<file path="src/rtl/udma_ch_arb_pkg.sv">
// Shared types and size codes for the uDMA channel arbiter.
package udma_ch_arb_pkg;

    localparam logic [1:0] UDMA_SIZE_8  = 2'b00;
    localparam logic [1:0] UDMA_SIZE_16 = 2'b01;
    localparam logic [1:0] UDMA_SIZE_32 = 2'b10;

    // Beat fields are sized for the largest supported configuration.
    localparam int UDMA_MAX_AW     = 32;
    localparam int UDMA_MAX_SID_W  = 8;
    localparam int UDMA_MAX_CHID_W = 5;

    typedef struct packed {
        logic [UDMA_MAX_AW-1:0]     addr;
        logic [1:0]                 datasize;
        logic [UDMA_MAX_SID_W-1:0]  stream_id;
        logic [UDMA_MAX_CHID_W-1:0] ch_id;
    } udma_beat_t;

endpackage

</file>
<file path="src/rtl/udma_rr_pick.sv">
// Find-first-set starting one past a pointer, wrapping modulo N.
module udma_rr_pick #(
    parameter int N  = 8,
    parameter int LW = 3
) (
    input  logic [N-1:0]  req_i,
    input  logic [LW-1:0] ptr_i,
    output logic          valid_o,
    output logic [LW-1:0] idx_o,
    output logic [N-1:0]  onehot_o
);

    logic [LW-1:0] j;

    always_comb begin
        valid_o  = 1'b0;
        idx_o    = '0;
        onehot_o = '0;
        j        = ptr_i;
        for (int i = 0; i < N; i++) begin
            j = (j == LW'(N - 1)) ? '0 : j + LW'(1);
            if (req_i[j] && !valid_o) begin
                valid_o = 1'b1;
                idx_o   = j;
            end
        end
        if (valid_o) begin
            onehot_o[idx_o] = 1'b1;
        end
    end

endmodule

</file>
<file path="src/rtl/udma_ch_arbiter.sv">
// Round-robin arbiter sharing the uDMA L2 request port among channels.
// Optional high-priority mask enabled by UDMA_CH_ARB_PRIO_EN.
module udma_ch_arbiter
    import udma_ch_arb_pkg::*;
#(
    parameter  int N_CH            = 8,
    parameter  int L2_AWIDTH_NOAL  = 18,
    parameter  int STREAM_ID_WIDTH = 3,
    localparam int LOG_N_CH        = (N_CH > 1) ? $clog2(N_CH) : 1
) (
    input  logic                                      clk_i,
    input  logic                                      rstn_i,
    input  logic                                      clr_i,
`ifdef UDMA_CH_ARB_PRIO_EN
    input  logic [N_CH-1:0]                           cfg_prio_i,
`endif
    input  logic [N_CH-1:0]                           ch_req_i,
    input  logic [N_CH-1:0][L2_AWIDTH_NOAL-1:0]       ch_addr_i,
    input  logic [N_CH-1:0][1:0]                      ch_datasize_i,
    input  logic [N_CH-1:0][STREAM_ID_WIDTH-1:0]      ch_stream_id_i,
    output logic [N_CH-1:0]                           ch_gnt_o,
    output logic                                      not_stall_o,
    output logic                                      out_valid_o,
    input  logic                                      out_ready_i,
    output logic [L2_AWIDTH_NOAL-1:0]                 out_addr_o,
    output logic [1:0]                                out_datasize_o,
    output logic [LOG_N_CH-1:0]                       out_ch_id_o,
    output logic [STREAM_ID_WIDTH-1:0]                out_stream_id_o
);

    logic [N_CH-1:0]     cand;
    logic                win_valid;
    logic [LOG_N_CH-1:0] win_idx;
    logic [N_CH-1:0]     win_oh;
    logic                fire;

    logic                valid_q, valid_d;
    logic [LOG_N_CH-1:0] last_q, last_d;
    udma_beat_t          beat_q, beat_d;
    logic                unused_beat;

`ifdef UDMA_CH_ARB_PRIO_EN
    logic [N_CH-1:0] prio_req;
    assign prio_req = ch_req_i & cfg_prio_i;
    assign cand     = (|prio_req) ? prio_req : ch_req_i;
`else
    assign cand = ch_req_i;
`endif

    udma_rr_pick #(
        .N  (N_CH),
        .LW (LOG_N_CH)
    ) u_pick (
        .req_i    (cand),
        .ptr_i    (last_q),
        .valid_o  (win_valid),
        .idx_o    (win_idx),
        .onehot_o (win_oh)
    );

    assign not_stall_o = !valid_q || out_ready_i;
    assign fire        = win_valid && not_stall_o && !clr_i;
    assign ch_gnt_o    = fire ? win_oh : '0;

    always_comb begin
        valid_d = valid_q;
        last_d  = last_q;
        beat_d  = beat_q;
        if (clr_i) begin
            valid_d = 1'b0;
            last_d  = LOG_N_CH'(N_CH - 1);
        end else if (fire) begin
            valid_d          = 1'b1;
            last_d           = win_idx;
            beat_d.addr      = UDMA_MAX_AW'(ch_addr_i[win_idx]);
            beat_d.datasize  = ch_datasize_i[win_idx];
            beat_d.stream_id = UDMA_MAX_SID_W'(ch_stream_id_i[win_idx]);
            beat_d.ch_id     = UDMA_MAX_CHID_W'(win_idx);
        end else if (valid_q && out_ready_i) begin
            valid_d = 1'b0;
        end
    end

    always_ff @(posedge clk_i or negedge rstn_i) begin
        if (!rstn_i) begin
            valid_q <= 1'b0;
            last_q  <= LOG_N_CH'(N_CH - 1);
            beat_q  <= '0;
        end else begin
            valid_q <= valid_d;
            last_q  <= last_d;
            beat_q  <= beat_d;
        end
    end

    // High beat bits are constant zero for narrow configurations.
    assign unused_beat = ^beat_q;

    assign out_valid_o     = valid_q;
    assign out_addr_o      = beat_q.addr[L2_AWIDTH_NOAL-1:0];
    assign out_datasize_o  = beat_q.datasize;
    assign out_ch_id_o     = beat_q.ch_id[LOG_N_CH-1:0];
    assign out_stream_id_o = beat_q.stream_id[STREAM_ID_WIDTH-1:0];

endmodule

</file>
<file path="config.mk">
export PLATFORM = sky130hd
export DESIGN_NAME = udma_ch_arbiter
export DESIGN_NICKNAME = d
export VERILOG_FILES = /design/src/rtl/udma_ch_arb_pkg.sv /design/src/rtl/udma_rr_pick.sv /design/src/rtl/udma_ch_arbiter.sv
export SDC_FILE = /design/constraint.sdc
export NUM_CORES = 1
export LEC_CHECK = 0
export BUFFER_PORTS_ARGS = -buffer_cell sky130_fd_sc_hd__buf_2
export CAP_MARGIN = 20
export CORE_UTILIZATION = 29
export DETAILED_ROUTE_END_ITERATION = 7
export PLACE_DENSITY_LB_ADDON = 0.3
export SYNTH_ARGS = -nofsm -noshare
export SYNTH_HDL_FRONTEND = slang
export SYNTH_SLANG_ARGS = --single-unit
</file>
<file path="constraint.sdc">
create_clock -name clk_i -period 8 [get_ports clk_i]
set_input_delay 1.6 -clock clk_i [delete_from_list [all_inputs] [get_ports clk_i]]
set_output_delay 1.6 -clock clk_i [all_outputs]
set_load 0.02 [all_outputs]
</file>
# ---- Word level (Yosys, flattened, before mapping)
# Index checks and enable logic that the tools add are counted.
dict set report word_totals {
  wordCells 112
  in_bits 196
  output_inout_bits 36
  register_bits 30
}
dict set report op_classes {
  n_reduce_logical 24
  order_cmp 10
  addsub 8
  n_mux 55
  eq_ne 8
  bitwise 1
}
# cell n
set op_table {}
lappend op_table {{2-to-1 mux 3 bit} 19}
lappend op_table {{binary-select mux 18 bit (select 3 bit)} 1}
lappend op_table {{< comparator 3 x 4 -> 1 bit (second input constant)} 9}
lappend op_table {{adder 3 x 1 -> 3 bit (second input constant)} 8}
lappend op_table {{binary-select mux 1 bit (select 3 bit)} 8}
lappend op_table {{equality test 3 bit (second input constant)} 8}
lappend op_table {{2-to-1 mux 1 bit} 20}
lappend op_table {{2-to-1 mux 18 bit} 1}
lappend op_table {{2-to-1 mux 8 bit} 2}
lappend op_table {{logical AND 1 bit} 11}
lappend op_table {{binary-select mux 3 bit (select 3 bit)} 1}
lappend op_table {{zero test 1 bit} 9}
lappend op_table {{binary-select mux 2 bit (select 3 bit)} 1}
lappend op_table {{demux 1 bit (select 3 bit)} 1}
lappend op_table {{>= comparator 3 x 1 -> 1 bit (second input constant)} 1}
lappend op_table {{nonzero test 3 bit} 1}
lappend op_table {{2-to-1 mux 2 bit} 1}
lappend op_table {{AND reduction 2 bit} 1}
lappend op_table {{nonzero test 2 bit} 1}
lappend op_table {{logical OR 1 bit} 1}
lappend op_table {{inverter 1 bit} 1}

# ---- Logic depth before layout (Yosys ltp)
# Gate-level depths: netlist of run 1.
dict set report depth {
  depth_word 32
  depth_mapped 20
  mapped_depth_nobuf 15
}

# ---- Cells and area by module
# Synthesis of run 1 repeated with hierarchy kept, for this count alone.
dict set report unflattened {
  hier_cells 419
  area_unflattened_um2 3930.0
}
# mod cells_each seq_area_each_um2 area_each_um2 instances
set by_module_without_submodules {}
lappend by_module_without_submodules {udma_ch_arbiter 278 754.5 2767.7 1}
lappend by_module_without_submodules {udma_rr_pick 141 0.0 1162.4 1}

# ---- Worst setup path before layout of run 1
# Ideal clock, no wire load.
dict set report synth_timing {
  path_type {reg-to-output}
  from {register last_q[0]}
  to {output ch_gnt_o[1]}
  t_arrival_ns 4.352
  path_stages_with_launch 19
  slack_ns 2.048
  required_time_ns 6.400
  n_path_buf 7
  cell_sequence {dfstp_2 > ha_1 > ha_1 > nor2b_1 > clkbuf_1 > ha_1 > buf_2 > nor3_2 > or2_1 > buf_6 > mux4_2 > or2_1 > nor4b_2 > o31ai_2 > buf_6 > buf_6 > buf_6 > buf_6 > nor3_1}
}
dict set report synth_via {
  elab_chain_len 32
  elab_cells_between_ends 79
  classes_between {8 x add/sub; 2 x order compare; 8 x eq/ne; 44 x mux; 17 x reduce/logical}
}
# element line_no
set synth_rtl {}
lappend synth_rtl {{from (decl)} udma_ch_arbiter.sv:38} ;# logic [LOG_N_CH-1:0] last_q, last_d;
lappend synth_rtl {{from (signal assigned)} udma_ch_arbiter.sv:87} ;# last_q <= LOG_N_CH'(N_CH - 1);
lappend synth_rtl {{from (signal assigned)} udma_ch_arbiter.sv:91} ;# last_q <= last_d;
lappend synth_rtl {{adder 3 x 1 -> 3 bit or equality test 3 bit (tied branches)} udma_rr_pick.sv:21} ;# j = (j == LW'(N - 1)) ? '0 : j + LW'(1);
lappend synth_rtl {{2-to-1 mux 3 bit *} udma_rr_pick.sv:21}
lappend synth_rtl {{branches (longest 29 deep; another with adder 3 x 1 -> 3 bit)} --}
lappend synth_rtl {{2-to-1 mux 8 bit *} udma_ch_arbiter.sv:63} ;# assign ch_gnt_o = fire ? win_oh : '0;
lappend synth_rtl {{to (decl)} udma_ch_arbiter.sv:21} ;# output logic [N_CH-1:0] ch_gnt_o,
# Mark *: on every way between the ends. The select of a mux whose other input is x is not followed.

# ---- Worst setup path after layout of run 1
dict set report layout_timing {
  from {register last_q[0]}
  to {output ch_gnt_o[5]}
}
# Same word-level chain as after synthesis.

==> results.md, run 1 <==
* Outcome: finished, final reports clean
* Crit path arrival time at about 5.7 ns
* Setup repair after global routing missed its margin: false
* Routed via count divided by cell count at between 5 and 6
* Critical path fanouts, max at 32
* Number of buffers on the longest clock path at 2
* TritonCTS clock tree: done
* Fraction of the cycle the final worst path needs at 0.912
* Number of synthesis warnings at 0
* Post-route DRC violation count at 0
* Number of nets still failing antenna checks after routing at 0
* Initial DRC Count at between 200 and 250
* Aggregate global routing overflow at 0
* Slew at the pin with the worst max-slew slack at 1.09 ns
* Post-synthesis cell type with the largest combined area: dfrtp_1
* Total area of sequential cells at 754 um^2
* Wire length on met2 at 7030 um
* Worst min path class: reg -> reg
* Flop and latch count out of synthesis at 30
* Clock network latency to the later pin of the worst-skew pair at roughly 0.27 ns
* Worst Path Required at 6.40 ns
* Share of final-layout standard cells stronger than drive strength 1 at 0.554
* Area growth from synthesis to layout at 35.0%
* Cell area after synthesis at 0.00383 mm^2
* Area of the die at 0.0137 mm^2
* Total number of nets in the final design at approximately 800
* Fin util at 0.405
* Most used flip-flop cell after synthesis: dfrtp_1
* Area taken by multi-input logic gates at 0.00281 mm^2
* Number of buffers inserted during clock tree synthesis at 5
* Net count of the mapped netlist at 598
* Top Metal Used: met4
* Final Hold Viols at 0
* I/O Buffers at about 230
* Final critical-path required period at between 7 and 8 ns
* Most common cell in the synthesized netlist: mux2i_1
* Number of synthesized flops with an enable pin at 0
* Startpoint types: register
* Routed length per instance at 18.6 um
* # IOs at 232
* Antenna diodes at 0
* Setup slack on the worst flop-to-flop path at 2.09 ns
* Path type of the worst setup path: reg -> out
* H-tree depth at 2
* Root buffer selected by CTS: clkbuf_16
* Vias post-DR at between 4,000 and 5,000
* Commonest cells post-synth: mux2i_1, dfrtp_1, mux2_2
* Placed wire-length estimate after detailed placement at 11,500 um
* Number of instances in the synthesized netlist at 396
* Total of endpoints with negative setup slack in the final report at 0
* Gates resized, CTS repair at 0
* Critical Path End Type: output port
* Post-CTS Setup Inserts at 0
* Filler cells at 1,305
* Total count of max-transition violations in the final report at 0
* Maximum number of pins on one net before global-route repair at 33
* Number of sinks handled by clock tree synthesis at 30
* Placeable core area at 0.0128 mm^2
* Number of library cell types mapped by synthesis at 68
* Total Negative Setup Slacks at 0 ns
* Achievable Freq at 137 MHz
* Number of placement rows at 41
* Routed wire length on met3 at 833 um
* Gpl congestion at 0.897
* Y dimension of the die at 117 um
* Max-cap violations at 0
* Ranking of synthesized cells by area: dfrtp_1, mux2i_1, mux2_2
* Sequential fraction of the synthesis area at 0.197
* Worst Hold Margin at 0.531 ns
* Final worst clock skew at 0.00930 ns
* Detailed-router iteration count before antenna repair at 5
* First-pass GRT wire length at 21,000 um
* Starting utilization of the core area at 0.300
* Antenna violations before repair at 0
* Async S/R FF share, synth at 1.00
* Routed wire length at 14,500 um
* Area share of the largest cell type after synthesis at 0.176
* Mean instance size in the synthesized netlist at 9.67 um^2
* Clock Pin Slew Worst Setup and Hold Paths at about 0.040 ns
* Hold buffers post-CTS at 0
* Overall die width at 117 um
* Vias in the first global route at 4,007
* Slew headroom at 0.271
* All-Layer GR Usage at 0.200
* Routed metal-1 wire length at between 6000 and 7000 um
==> cell families after synthesis <==
kind of cell	after synthesis	share of synthesized area
flip-flops	30	0.197
XOR/XNOR	6	0.0232
AND/OR/NAND/NOR	87	0.143
multiplexers	72	0.220
AO/OA/AOI/OAI	150	0.319
adder cells (fa/ha/maj)	6	0.0196
buffers and inverters	45	0.0781
==> per-stage QoR <==
step | cells | setup slack (ns) | cell area, um^2
floorplan | 396 | 2.05 | 3830
global placement | 771 | 1.17 | 5030
detailed placement | 771 | 1.03 | 5030
CTS | 779 | 0.700 | 5170
global route | 779 | 0.237 | 5170
finish | 779 | 0.705 | 5170
==> cell usage in the layout, fill, tap and decap left out, types with 11 or more instances in the layout <==
cell type    n
a21oi_1     13
buf_2      231
dfrtp_1     27
mux2_1      14
mux2_2      24
mux2i_1     28
nand2_1     21
o21ai_0     11
o21ai_1     16
o22a_1      16
o22ai_1     23
o22ai_2     18
==> final timing paths <==
kind,to,from,depth (start not counted)
worst min-delay path,out_ch_id_o[0],out_ch_id_o[0],2
worst max-delay path,ch_gnt_o[5],last_q[0],14
worst min register to register,out_ch_id_o[0],out_ch_id_o[0],2
max in group asynchronous,out_ch_id_o[0],rstn_i,1
min in group asynchronous,out_addr_o[16],rstn_i,1
worst max register to register,out_addr_o[10],last_q[0],15
==> registers in the layout, indices dropped and copies added, names as in the netlist <==
register	flops
out_datasize_o	2
out_stream_id_o	3
last_q	3
out_ch_id_o	3
out_addr_o	18
out_valid_o	1
==> worst max-delay path, cell delays in order (launching register included) <==
cell,delay [ns]
dfstp_2,0.48
ha_1,0.27
ha_1,0.24
nor2b_1,0.47
ha_1,0.49
nor3_2,0.35
or2_1,0.36
mux4_2,0.36
nor2_4,0.09
a31oi_4,0.84
o211ai_1,0.19
buf_4,0.31
nor3_4,0.56
and2_1,0.24
buf_2,0.17
==> per-layer routing <==
metal  vias up  track usage
met2       165        0.337
met4         0       0.0430
li1       1970            -
met5         -            0
met1      1931        0.272
met3        10       0.0294
==> final cells by class <==
cell class / count / area share
multi-input cells: 321 / 0.543
well taps: 172 / 0.0416
repair buffers: 239 / 0.235
inverters: 9 / 0.00653
flip-flops and latches: 30 / 0.146
clock buffers: 8 / 0.0283
Power of run 1 is not shown: default switching activity piles up to over one toggle a cycle in this logic, so the estimate is an artifact.
==> run 2: changes to the inputs <==
Settings changed: CELL_PAD_IN_SITES_DETAIL_PLACEMENT from default to 1, CELL_PAD_IN_SITES_GLOBAL_PLACEMENT from default to 1.
==> run 2 against run 1 <==
Compared with the run above:
- worst hold slack got worse by 0.023 ns
- final cell count decreased by 0.13%
- fmax decreased by 0.17%
- die area unchanged
- critical endpoint is now ch_gnt_o[6]
==> results.md, run 2 (same netlist as run 1, synthesis figures left out) <==
* Final Hold Viols at 0 (unchanged)
* Antenna violations before repair at 0 (unchanged)
* Critical Path End Type: output port
* Startpoint types: register
* Crit path arrival time at 5.71 ns (+0.02 ns)
* Routed wire length at 15,600 um (+7.7%)
* Pre-CTS WS at 1.03 ns (+0.00357 ns)
* Final cell area excluding filler cells at 0.00516 mm^2 (-0.22%)
* Number of placement rows at 41 (unchanged)
* Total count of max-transition violations in the final report at 0 (unchanged)
* Commonest non-fill, non-tap cell in the layout: buf_2
* Fin worst setup slack at 0.693 ns (-0.0126 ns)
* Max-cap violations at 0 (unchanged)
* Critical path fanouts, max at 31 (-3.1%)
* Overall die width at 117 um (unchanged)
* First-pass GRT wire length at 23,100 um (+9.9%)
* Worst Hold End: out_ch_id_o[2]
* Vias post-DR at 4,156 (+2.0%)
* Routed via count divided by cell count at 5.34 (+2.1%)
* Fin util at 0.404 (-0.000882)
* Most frequent cells in the layout: buf_2, mux2i_1, dfrtp_1
* All-Layer GR Usage at 0.222 (+0.0221)
* I/O Buffers at 231 (unchanged)
* TritonCTS clock tree: done
* Post-route DRC violation count at 0 (unchanged)
* Hold Startpoint: out_ch_id_o[2]
* Root buffer selected by CTS: clkbuf_16
* Slew headroom at 0.385 (+0.114)
* Setup repair after global routing missed its margin: false
* Placeable core area at 0.0128 mm^2 (unchanged)
* Y dimension of the die at 117 um (unchanged)
* Post-CTS Setup Inserts at 0 (unchanged)
* Outcome: finished, final reports clean
* Total number of nets in the final design at 808 (unchanged)
* Gates resized, CTS repair at 0 (unchanged)
* Aggregate global routing overflow at 0 (unchanged)
* Initial DRC Count at 174 (-28%)
* Detailed-router iteration count before antenna repair at 5 (unchanged)
* Area post-placement at 0.00503 mm^2 (unchanged)
* Total of endpoints with negative setup slack in the final report at 0 (unchanged)
* Final worst clock skew at 0.00781 ns (-0.00149 ns)
* Clock Pin Slew Worst Setup and Hold Paths at 0.05 ns (about the same)
* Maximum number of pins on one net before global-route repair at 32 (-3.0%)
* Final critical-path required period at 7.31 ns (+0.0126 ns)
* Total Negative Setup Slacks at 0 ns (unchanged)
* Achievable Freq at 137 MHz (-0.17%)
* Slew at the pin with the worst max-slew slack at 0.921 ns (-0.173 ns)
* Area growth from synthesis to layout at 34.7%
* Flip-flop count of the largest register, all copies and words added at 18 (unchanged)
* Area of the die at 0.0137 mm^2 (unchanged)
* Clock network latency to the later pin of the worst-skew pair at 0.28 ns (about the same)
* H-tree depth at 2 (unchanged)
* Placed wire-length estimate after detailed placement at 12,600 um (+9.0%)
* Path type of the worst setup path: reg -> out
* Number of buffers on the longest clock path at 2 (unchanged)
* # IOs at 232 (unchanged)
* Fraction of the cycle the final worst path needs at 0.913 (+0.00157)
* Antenna diodes at 0 (unchanged)
* Share of final-layout standard cells stronger than drive strength 1 at 0.556 (+0.00256)
* R2R Path Start: last_q[0]
* Worst min path class: reg -> reg
* Routed length per instance at 20.1 um (+7.9%)
* Count of cells along the worst register-to-register path at 15 (unchanged)
* Hold Path Depth at 1 (-1)
* Worst R2R End: out_addr_o[12]
* Number of sinks handled by clock tree synthesis at 30 (unchanged)
* Setup slack on the worst flop-to-flop path at 2.05 ns (-0.04 ns)
* Number of nets still failing antenna checks after routing at 0 (unchanged)
* Gpl congestion at 0.919 (+2.4%)
* Worst Path Required at 6.40 ns (about the same)
* Number of buffers inserted during clock tree synthesis at 5 (unchanged)
* Vias in the first global route at 4,310 (+7.6%)
* Hold buffers post-CTS at 0 (unchanged)
* Starting utilization of the core area at 0.300 (unchanged)
[run 2: layout make-up]
cell class / count / area (um^2)
timing repair buffer: 239 / 1220
fill: 1538 / 7610
inverter: 9 / 33.8
multi-input combinational: 321 / 2810
clock inverter: 2 / 10.0
tap: 172 / 215
sequential: 30 / 754
clock buffer: 5 / 125
[run 2: worst max-delay path, stage by stage, from the launching register on]
cell and delay, ns:
dfstp_2 0.48, ha_1 0.28, ha_1 0.24, nor2b_1 0.44
ha_1 0.48, nor3_2 0.32, or2_1 0.36, mux4_2 0.62
nor2_4 0.28, a222oi_1 0.22, o31ai_4 0.58, buf_4 0.35
buf_4 0.40, nor2b_1 0.18, buf_2 0.17
[run 2: metrics by stage]
step	hold WS (ns)	std cells
detailed placement	0.500	771
global route	0.544	778
global placement	0.487	771
CTS	0.515	778
floorplan	0.507	396
finish	0.508	778
[run 2: routing by layer]
layer	up-vias	global-route usage	part of all wire
met2	209	0.378	0.48
met1	1940	0.277	0.41
met3	30	0.0510	0.073
li1	1977	-	-
met4	0	0.0759	0.029
met5	-	0	0
[run 2: worst max path at each step]
| stage | start | endpoint | depth (start not counted) |
|---|---|---|---|
| 3_3_place_gp | last_q[0] | ch_gnt_o[6] | 14 |
| 3_5_place_dp | last_q[0] | ch_gnt_o[6] | 14 |
| 5_1_grt | last_q[0] | ch_gnt_o[6] | 14 |
| 4_1_cts | last_q[0] | ch_gnt_o[6] | 14 |
| 6_report | last_q[0] | ch_gnt_o[6] | 14 |
| 2_1_floorplan | last_q[0] | ch_gnt_o[1] | 18 |
Power of run 2 is left out for the same reason.
